**config.mk**
```make
export PLATFORM = sky130hd
export DESIGN_NAME = line_follow_ctrl
export DESIGN_NICKNAME = d
export VERILOG_FILES = /design/src/rtl/line_follow_pkg.sv /design/src/rtl/line_follow_ctrl_debounce.sv /design/src/rtl/line_follow_ctrl.sv
export SDC_FILE = /design/constraint.sdc
export NUM_CORES = 1
export LEC_CHECK = 0
export CAP_MARGIN = 20
export CELL_PAD_IN_SITES_DETAIL_PLACEMENT = 1
export CELL_PAD_IN_SITES_GLOBAL_PLACEMENT = 1
export CORE_MARGIN = 2
export CORE_UTILIZATION = 43
export CTS_BUF_LIST = sky130_fd_sc_hd__clkbuf_16
export DETAILED_ROUTE_END_ITERATION = 7
export PLACE_DENSITY_LB_ADDON = 0.1
export RECOVER_POWER = 50
export SLEW_MARGIN = 20
export SYNTH_ARGS = -nofsm -noshare
export SYNTH_HDL_FRONTEND = slang
export SYNTH_SLANG_ARGS = --single-unit
export TNS_END_PERCENT = 1
```
**constraint.sdc**
```tcl
create_clock -name clk -period 2.3 [get_ports clk]
set_clock_uncertainty 0.2 [all_clocks]
set_input_delay 0.46 -clock clk [delete_from_list [all_inputs] [get_ports clk]]
set_output_delay 0.46 -clock clk [all_outputs]
set_load 0.1 [all_outputs]
```
**src/rtl/line_follow_pkg.sv**
```systemverilog
// Shared types and drive commands for the line-following controller.
// Optional PWM speed gating is enabled by defining PWM_SPEED_EN.
package line_follow_pkg;

  typedef enum logic [2:0] {
    ST_FOLLOW   = 3'd0,
    ST_JUNCTION = 3'd1,
    ST_AVOID    = 3'd2,
    ST_UTURN    = 3'd3,
    ST_LOST     = 3'd4,
    ST_HALT     = 3'd5
  } state_e;

  typedef enum logic {
    LEFT  = 1'b0,
    RIGHT = 1'b1
  } dir_e;

  typedef enum logic [2:0] {
    CL_FWD,
    CL_SPIN_L,
    CL_SPIN_R,
    CL_JUNC,
    CL_NONE
  } cls_e;

  localparam logic [3:0] CMD_FWD    = 4'b1010;
  localparam logic [3:0] CMD_SPIN_L = 4'b0110;
  localparam logic [3:0] CMD_SPIN_R = 4'b1001;
  localparam logic [3:0] CMD_STOP   = 4'b0000;

  function automatic logic [3:0] spin_cmd(dir_e d);
    return (d == LEFT) ? CMD_SPIN_L : CMD_SPIN_R;
  endfunction

  function automatic dir_e flip(dir_e d);
    return (d == LEFT) ? RIGHT : LEFT;
  endfunction

endpackage

```
**src/rtl/line_follow_ctrl_debounce.sv**
```systemverilog
// Two-flop synchroniser and stability debounce for active-low sensors.
// det_o follows ~raw_n_i once it has held for DEB_CYCLES cycles.
module sensor_debounce #(
  parameter int W          = 3,
  parameter int DEB_CYCLES = 4
) (
  input  logic         clk,
  input  logic         rst,
  input  logic [W-1:0] raw_n_i,
  output logic [W-1:0] det_o
);

  localparam int CW = $clog2(DEB_CYCLES + 1);
  localparam logic [CW-1:0] CMAX = CW'(DEB_CYCLES);

  logic [W-1:0]  s1_q, s2_q, det_q;
  logic [W-1:0]  det_nx, det_cur;
  logic [CW-1:0] cnt_q, cnt_d;

  // Compare the value about to enter det against the current one,
  // so a change restarts the count on the edge it lands.
  assign det_nx  = ~s1_q;
  assign det_cur = ~s2_q;

  always_comb begin
    cnt_d = cnt_q;
    if (det_nx != det_cur) cnt_d = '0;
    else if (cnt_q != CMAX) cnt_d = cnt_q + CW'(1);
  end

  always_ff @(posedge clk) begin
    if (rst) begin
      s1_q  <= '1;
      s2_q  <= '1;
      cnt_q <= '0;
      det_q <= '0;
    end else begin
      s1_q  <= raw_n_i;
      s2_q  <= s1_q;
      cnt_q <= cnt_d;
      if (cnt_d == CMAX) det_q <= det_nx;
    end
  end

  assign det_o = det_q;

endmodule

```
**src/rtl/line_follow_ctrl.sv**
```systemverilog
// Clocked line-follow steering FSM with junction, cone and lost handling.
// Define PWM_SPEED_EN to gate motor_en with a duty-cycle PWM.
import line_follow_pkg::*;

module line_follow_ctrl #(
  parameter int N_SENS       = 3,
  parameter int DEB_CYCLES   = 4,
  parameter int TURN_MIN     = 1000,
  parameter int LOST_TIMEOUT = 50000,
  parameter int PWM_BITS     = 8
) (
  input  logic                clk,
  input  logic                rst,
  input  logic [N_SENS-1:0]   induct_n,
  input  logic                proxim,
  input  logic                red,
  input  logic [PWM_BITS-1:0] duty,
  output logic [3:0]          motor_dir,
  output logic [1:0]          motor_en,
  output logic [2:0]          state_o,
  output logic                halted
);

  localparam int CTR = (N_SENS - 1) / 2;
  localparam int CW  = $clog2(N_SENS + 1);
  localparam int TW  = $clog2(TURN_MIN + 1);
  localparam int LW  = $clog2(LOST_TIMEOUT + 1);
  localparam logic [TW-1:0] TMAX  = TW'(TURN_MIN);
  localparam logic [LW-1:0] LMAX  = LW'(LOST_TIMEOUT);
  localparam logic [LW-1:0] LLAST = LW'(LOST_TIMEOUT - 1);

  logic [N_SENS-1:0] det_q;
  logic prox_s1_q, prox_s2_q;
  logic red_s1_q, red_s2_q, red_d_q;
  logic red_rise, turn_done;
  logic [CW-1:0] l_cnt, r_cnt;
  cls_e       cls;
  logic [3:0] fol_cmd;
  dir_e       branch_nx;

  state_e        state_q;
  dir_e          branch_q;
  logic          cone_q, off_q, halt_q;
  logic [3:0]    last_q, dir_q;
  logic [1:0]    en_q;
  logic [TW-1:0] turn_q;
  logic [LW-1:0] lost_q;

  sensor_debounce #(
    .W          (N_SENS),
    .DEB_CYCLES (DEB_CYCLES)
  ) u_deb (
    .clk     (clk),
    .rst     (rst),
    .raw_n_i (induct_n),
    .det_o   (det_q)
  );

  always_ff @(posedge clk) begin
    if (rst) begin
      prox_s1_q <= 1'b0;
      prox_s2_q <= 1'b0;
      red_s1_q  <= 1'b0;
      red_s2_q  <= 1'b0;
      red_d_q   <= 1'b0;
    end else begin
      prox_s1_q <= proxim;
      prox_s2_q <= prox_s1_q;
      red_s1_q  <= red;
      red_s2_q  <= red_s1_q;
      red_d_q   <= red_s2_q;
    end
  end

  assign red_rise  = red_s2_q & ~red_d_q;
  assign branch_nx = red_rise ? flip(branch_q) : branch_q;
  assign turn_done = (turn_q >= TMAX) && det_q[CTR];

  always_comb begin
    l_cnt = '0;
    r_cnt = '0;
    for (int i = 0; i < N_SENS; i++) begin
      if (i > CTR && det_q[i]) l_cnt = l_cnt + CW'(1);
      if (i < CTR && det_q[i]) r_cnt = r_cnt + CW'(1);
    end
    priority case (1'b1)
      (&det_q):       cls = CL_JUNC;
      (det_q == '0):  cls = CL_NONE;
      (l_cnt > r_cnt): cls = CL_SPIN_L;
      (r_cnt > l_cnt): cls = CL_SPIN_R;
      default:        cls = CL_FWD;
    endcase
  end

  always_comb begin
    unique case (cls)
      CL_SPIN_L: fol_cmd = CMD_SPIN_L;
      CL_SPIN_R: fol_cmd = CMD_SPIN_R;
      default:   fol_cmd = CMD_FWD;
    endcase
  end

  always_ff @(posedge clk) begin
    if (rst) begin
      state_q  <= ST_FOLLOW;
      branch_q <= RIGHT;
      cone_q   <= 1'b0;
      off_q    <= 1'b0;
      last_q   <= CMD_FWD;
      turn_q   <= '0;
      lost_q   <= '0;
      dir_q    <= CMD_STOP;
      en_q     <= 2'b00;
      halt_q   <= 1'b0;
    end else if (state_q == ST_HALT) begin
      dir_q  <= CMD_STOP;
      en_q   <= 2'b00;
      halt_q <= 1'b1;
    end else begin
      branch_q <= branch_nx;
      en_q     <= 2'b11;
      if (turn_q != TMAX) turn_q <= turn_q + TW'(1);
      if (red_rise && cone_q) begin
        state_q <= ST_UTURN;
        cone_q  <= 1'b0;
        off_q   <= 1'b0;
        turn_q  <= '0;
        dir_q   <= spin_cmd(branch_nx);
      end else begin
        unique case (state_q)
          ST_FOLLOW: begin
            if (prox_s2_q) begin
              state_q <= ST_AVOID;
              cone_q  <= 1'b1;
              turn_q  <= '0;
              dir_q   <= spin_cmd(flip(branch_nx));
            end else if (cls == CL_JUNC) begin
              state_q <= ST_JUNCTION;
              turn_q  <= '0;
              dir_q   <= spin_cmd(branch_nx);
            end else if (cls == CL_NONE) begin
              state_q <= ST_LOST;
              lost_q  <= '0;
              dir_q   <= last_q;
            end else begin
              dir_q  <= fol_cmd;
              last_q <= fol_cmd;
            end
          end
          ST_JUNCTION: begin
            dir_q <= spin_cmd(branch_nx);
            if (turn_done) begin
              state_q <= ST_FOLLOW;
              dir_q   <= fol_cmd;
            end
          end
          ST_AVOID: begin
            dir_q <= spin_cmd(flip(branch_nx));
            if (turn_done) begin
              state_q <= ST_FOLLOW;
              dir_q   <= fol_cmd;
            end
          end
          ST_UTURN: begin
            dir_q <= spin_cmd(branch_nx);
            if (det_q == '0) off_q <= 1'b1;
            if (off_q && turn_done) begin
              state_q <= ST_FOLLOW;
              dir_q   <= fol_cmd;
            end
          end
          ST_LOST: begin
            dir_q <= last_q;
            if (|det_q) begin
              state_q <= ST_FOLLOW;
              lost_q  <= '0;
              dir_q   <= fol_cmd;
            end else if (lost_q == LLAST) begin
              state_q <= ST_HALT;
              lost_q  <= LMAX;
              dir_q   <= CMD_STOP;
              en_q    <= 2'b00;
              halt_q  <= 1'b1;
            end else begin
              lost_q <= lost_q + LW'(1);
            end
          end
          default: state_q <= ST_FOLLOW;
        endcase
      end
    end
  end

`ifdef PWM_SPEED_EN
  logic [PWM_BITS-1:0] pwm_q;

  always_ff @(posedge clk) begin
    if (rst) pwm_q <= '0;
    else     pwm_q <= pwm_q + PWM_BITS'(1);
  end

  assign motor_en = en_q & {2{pwm_q < duty}};
`else
  logic unused_duty;
  assign unused_duty = ^duty;
  assign motor_en    = en_q;
`endif

  assign motor_dir = dir_q;
  assign state_o   = state_q;
  assign halted    = halt_q;

endmodule

```
==> results.yml <==
grt:
  grt_usage_pct: 24.2
  grt_pass1_wl_mm: 16.3
  first_global_vias: 3456
  antenna_found_initial: 0
  grt_max_degree: 26
  grt_overflow: 0
detailed_routing:
  vias_per_cell: 5.68
  firstDrtPassIters: 4
  antenna_left: 0
  wirelength_mm: 9.49
  drcViolationCount: 0
  vias: 3191
  drt_iter0_drc: 94
  wl_per_cell_um: 16.9
worst_hold_path:
  holdPathEnd: "red_s2_q"
  hold_path_depth: 1
  hp-start: "red_s1_q"
  hp-class: "reg -> reg"
cts:
  cts_buffer_depth: 2
  ctsHoldBuffers: 0
  clk_pin_slew_ps: 60
  clk_latency_ps: 330
  htreeDepth: 3
  cts_buffers: 9
  cts_tree: "done"
  clock_sinks: 59
  cts-root-buf: "clkbuf_16"
placed_design:
  dpl_worst_slack_ps: 21.9
  io_buffers: 16
  hpwl_mm: 6.98
  postPlaceCellArea_sq_um: 3740
  gp_congestion: 0.866
timing:
  period_needed_ps: 2140
  fin_crit_sh_pct: 92.9
  worstMarginPinSlew_ps: 763
  fin_ws_ps: 162
  fmax_mhz: 468
  final_max_slew_viol_count: 0
  setup_viol: 0
  hold_violations: 0
  max_slew_margin_pct: 48.7
yosys:
  syn-instance-count: 407
  synth.distinct_cells: 58
  synth_adder_area_share_pct: 2.26
  syn_area_per_cell_sq_um: 7.89
  synth_area_sq_um: 3210
  synth_edf_count: 0
  ys.warnings.count: 0
  synth_compound_area_share_pct: 22.0
  synth_top_family_by_area: "simple AND/OR/NAND/NOR gates"
  synth_nets: 427
  yosys_register_bits: 59
  muxShareOfSynthArea_pct: 0.936
  synth_ff_type: "dfxtp_1"
  yosysSeqAreaShare_pct: 36.8
  synthArstFlopShare_pct: 0
  synth-xor-area-share_pct: 4.37
  synthSimpleGateAreaFrac_pct: 29.4
final_layout:
  diodes: 0
  syn2layout_area_growth_pct: 25.2
  fin_nets: 478
  final_cell_area_sq_um: 4020
  layout-drive-gt1-share_pct: 18.8
setup_path:
  r2r-start: "state_o[0]"
  crit_required_ps: 2340
  worstPathMaxFanout: 11
  crit_type: "reg -> reg"
  end_kind: "register"
  regToRegSetupSlack_ps: 160
  cp.arrival_ps: 2180
  crit_path_start_kind: "register"
  reg2reg_depth: 5
  reg2reg_to: "turn_q[4]"
pwr:
  p_switching_mw: 1.79
  max-vdd-ir-drop_v: 0.000464
  power.share.combinational_pct: 41.6
  power_density_nw_per_um2: 1060
  pwr-share-seq_pct: 29.1
  pwr-share-clk_pct: 29.3
  swShare_pct: 42.0
  internal-power_mw: 2.47
  power_leakage_nw: 1.54
floorplan:
  fp.dieW_um: 90.4
  core_area_sq_um: 7250
  start_util_pct: 44.2
  rows: 31
  num_io_pins: 25
  dieArea_sq_um: 8170
  fp.dieH_um: 90.4
status:
  status: "complete, no violations"
flow_run:
  drv_cap: 0
[synthesized netlist by cell type, drive strengths merged, types with 7 or more instances]
master,number,area (sq um)
dfxtp,59,1180
inv,11,41.3
or2,7,43.8
a21oi,30,150
clkbuf,13,48.8
nor2,57,221
xor2,10,87.6
nand3,15,75.1
nor3,12,60.1
nand2,32,123
and3,9,56.3
or3,7,48.8
nor2b,13,88.8
o21ai,26,130
a31oi,8,50.1
a311oi,8,70.1
a211oi,7,57.6
[registers in the layout, summed over array words and instances, names as in the netlist, 3 cells and up]
| signal | count |
|---|---|
| u_deb.s2_q | 3 |
| u_deb.det_o | 3 |
| state_o | 3 |
| lost_q | 16 |
| u_deb.cnt_q | 3 |
| turn_q | 10 |
| u_deb.s1_q | 3 |
| last_q | 4 |
| motor_dir | 4 |
[power by group through the flow]
stage               sequential, mW  clock [mW]  combinational [mW]
floorplan                     1.60           0               0.816
global placement              1.26           0                1.71
detailed placement            1.26           0                1.75
CTS                           1.24        1.26                1.77
global route                  1.26        1.31                1.91
finish                        1.24        1.25                1.77
[logic make-up (layout without fill, tap and decap cells)]
logic type      after synthesis  after routing
simple gates                183            183
fa+ha+maj                     6              6
buf+inv                      30             86
mux                           3              3
compound gates              110            110
flops                        59             59
xor+xnor                     16             16
[layout by cell type (no fill, tap or decap), types with 3 or more instances in the layout]
master / Yosys / routed
clkbuf_1: 13 / 4
and3_1: 9 / 9
nand2_1: 31 / 31
a22oi_1: 3 / 3
a211oi_1: 6 / 5
or3_1: 6 / 6
buf_4: 1 / 38
a311oi_1: 8 / 8
nand3_1: 15 / 15
o22ai_1: 4 / 4
ha_1: 5 / 5
nor2b_1: 12 / 12
clkbuf_16: 0 / 9
clkdlybuf4s50_1: 0 / 5
buf_12: 0 / 4
dfxtp_2: 0 / 4
clkbuf_2: 0 / 7
mux2i_1: 3 / 3
o211ai_1: 5 / 5
nor3b_1: 3 / 3
dfxtp_1: 59 / 55
or2_2: 7 / 7
inv_1: 11 / 11
xnor2_1: 6 / 6
nor4_1: 4 / 4
a21oi_1: 30 / 30
nor3_1: 12 / 12
a31oi_1: 8 / 7
xor2_1: 10 / 10
o21ai_0: 26 / 26
nand2b_1: 6 / 6
and4_1: 3 / 3
nor2_1: 56 / 54
nand4_1: 6 / 6
[metal layers]
metal	GRT usage [%]	wire [um]
met4	11.0	280
met2	42.7	4670
met5	0	0
met1	28.9	4330
met3	3.76	205
[critical path, stage by stage (launching register included)]
cell	delay (ps)
dfxtp_1	480
or3_1	240
nor2_1	90
or3_4	430
or3_1	370
a311oi_1	240
[cell type report]
cell class,instances,area [sq um]
fill,897,3230
multi-input combinational,318,1920
sequential,59,1190
timing repair buffer,59,475
clock buffer,9,225
tap,99,124
clock inverter,7,51.3
inverter,11,41.3
[stage by stage]
stage	hold slack, ps	TNS [ps]	total power [mW]	instances	util [%]
final	255	0	4.26	562	55.4
after global routing	273	-25.7	4.48	562	55.4
after global placement	230	0	2.97	545	51.6
after CTS	257	0	4.27	561	55.5
after detailed placement	238	0	3.01	545	51.6
after floorplan	214	0	2.42	407	-
[worst max path at each step]
stage                         startpoint             end  slack (ps)  depth (start not counted)
after floorplan               state_o[1]       turn_q[2]           4                          6
after global placement    u_deb.cnt_q[0]  u_deb.det_o[2]         130                          8
after detailed placement  u_deb.cnt_q[0]  u_deb.det_o[2]          20                          8
after CTS                 u_deb.cnt_q[0]  u_deb.det_o[2]          40                          8
after global routing           lost_q[1]      state_o[1]         -20                          7
final                         state_o[0]       turn_q[4]         160                          5
[timing repair]
action / in CTS / in global routing
pin swaps: 0 / 2
gates cloned: 0 / 0
buffers inserted: 0 / 1
endpoints found under the setup margin: 1 / 7
resized for setup: 1 / 6
(Power assumes the default switching activity.)
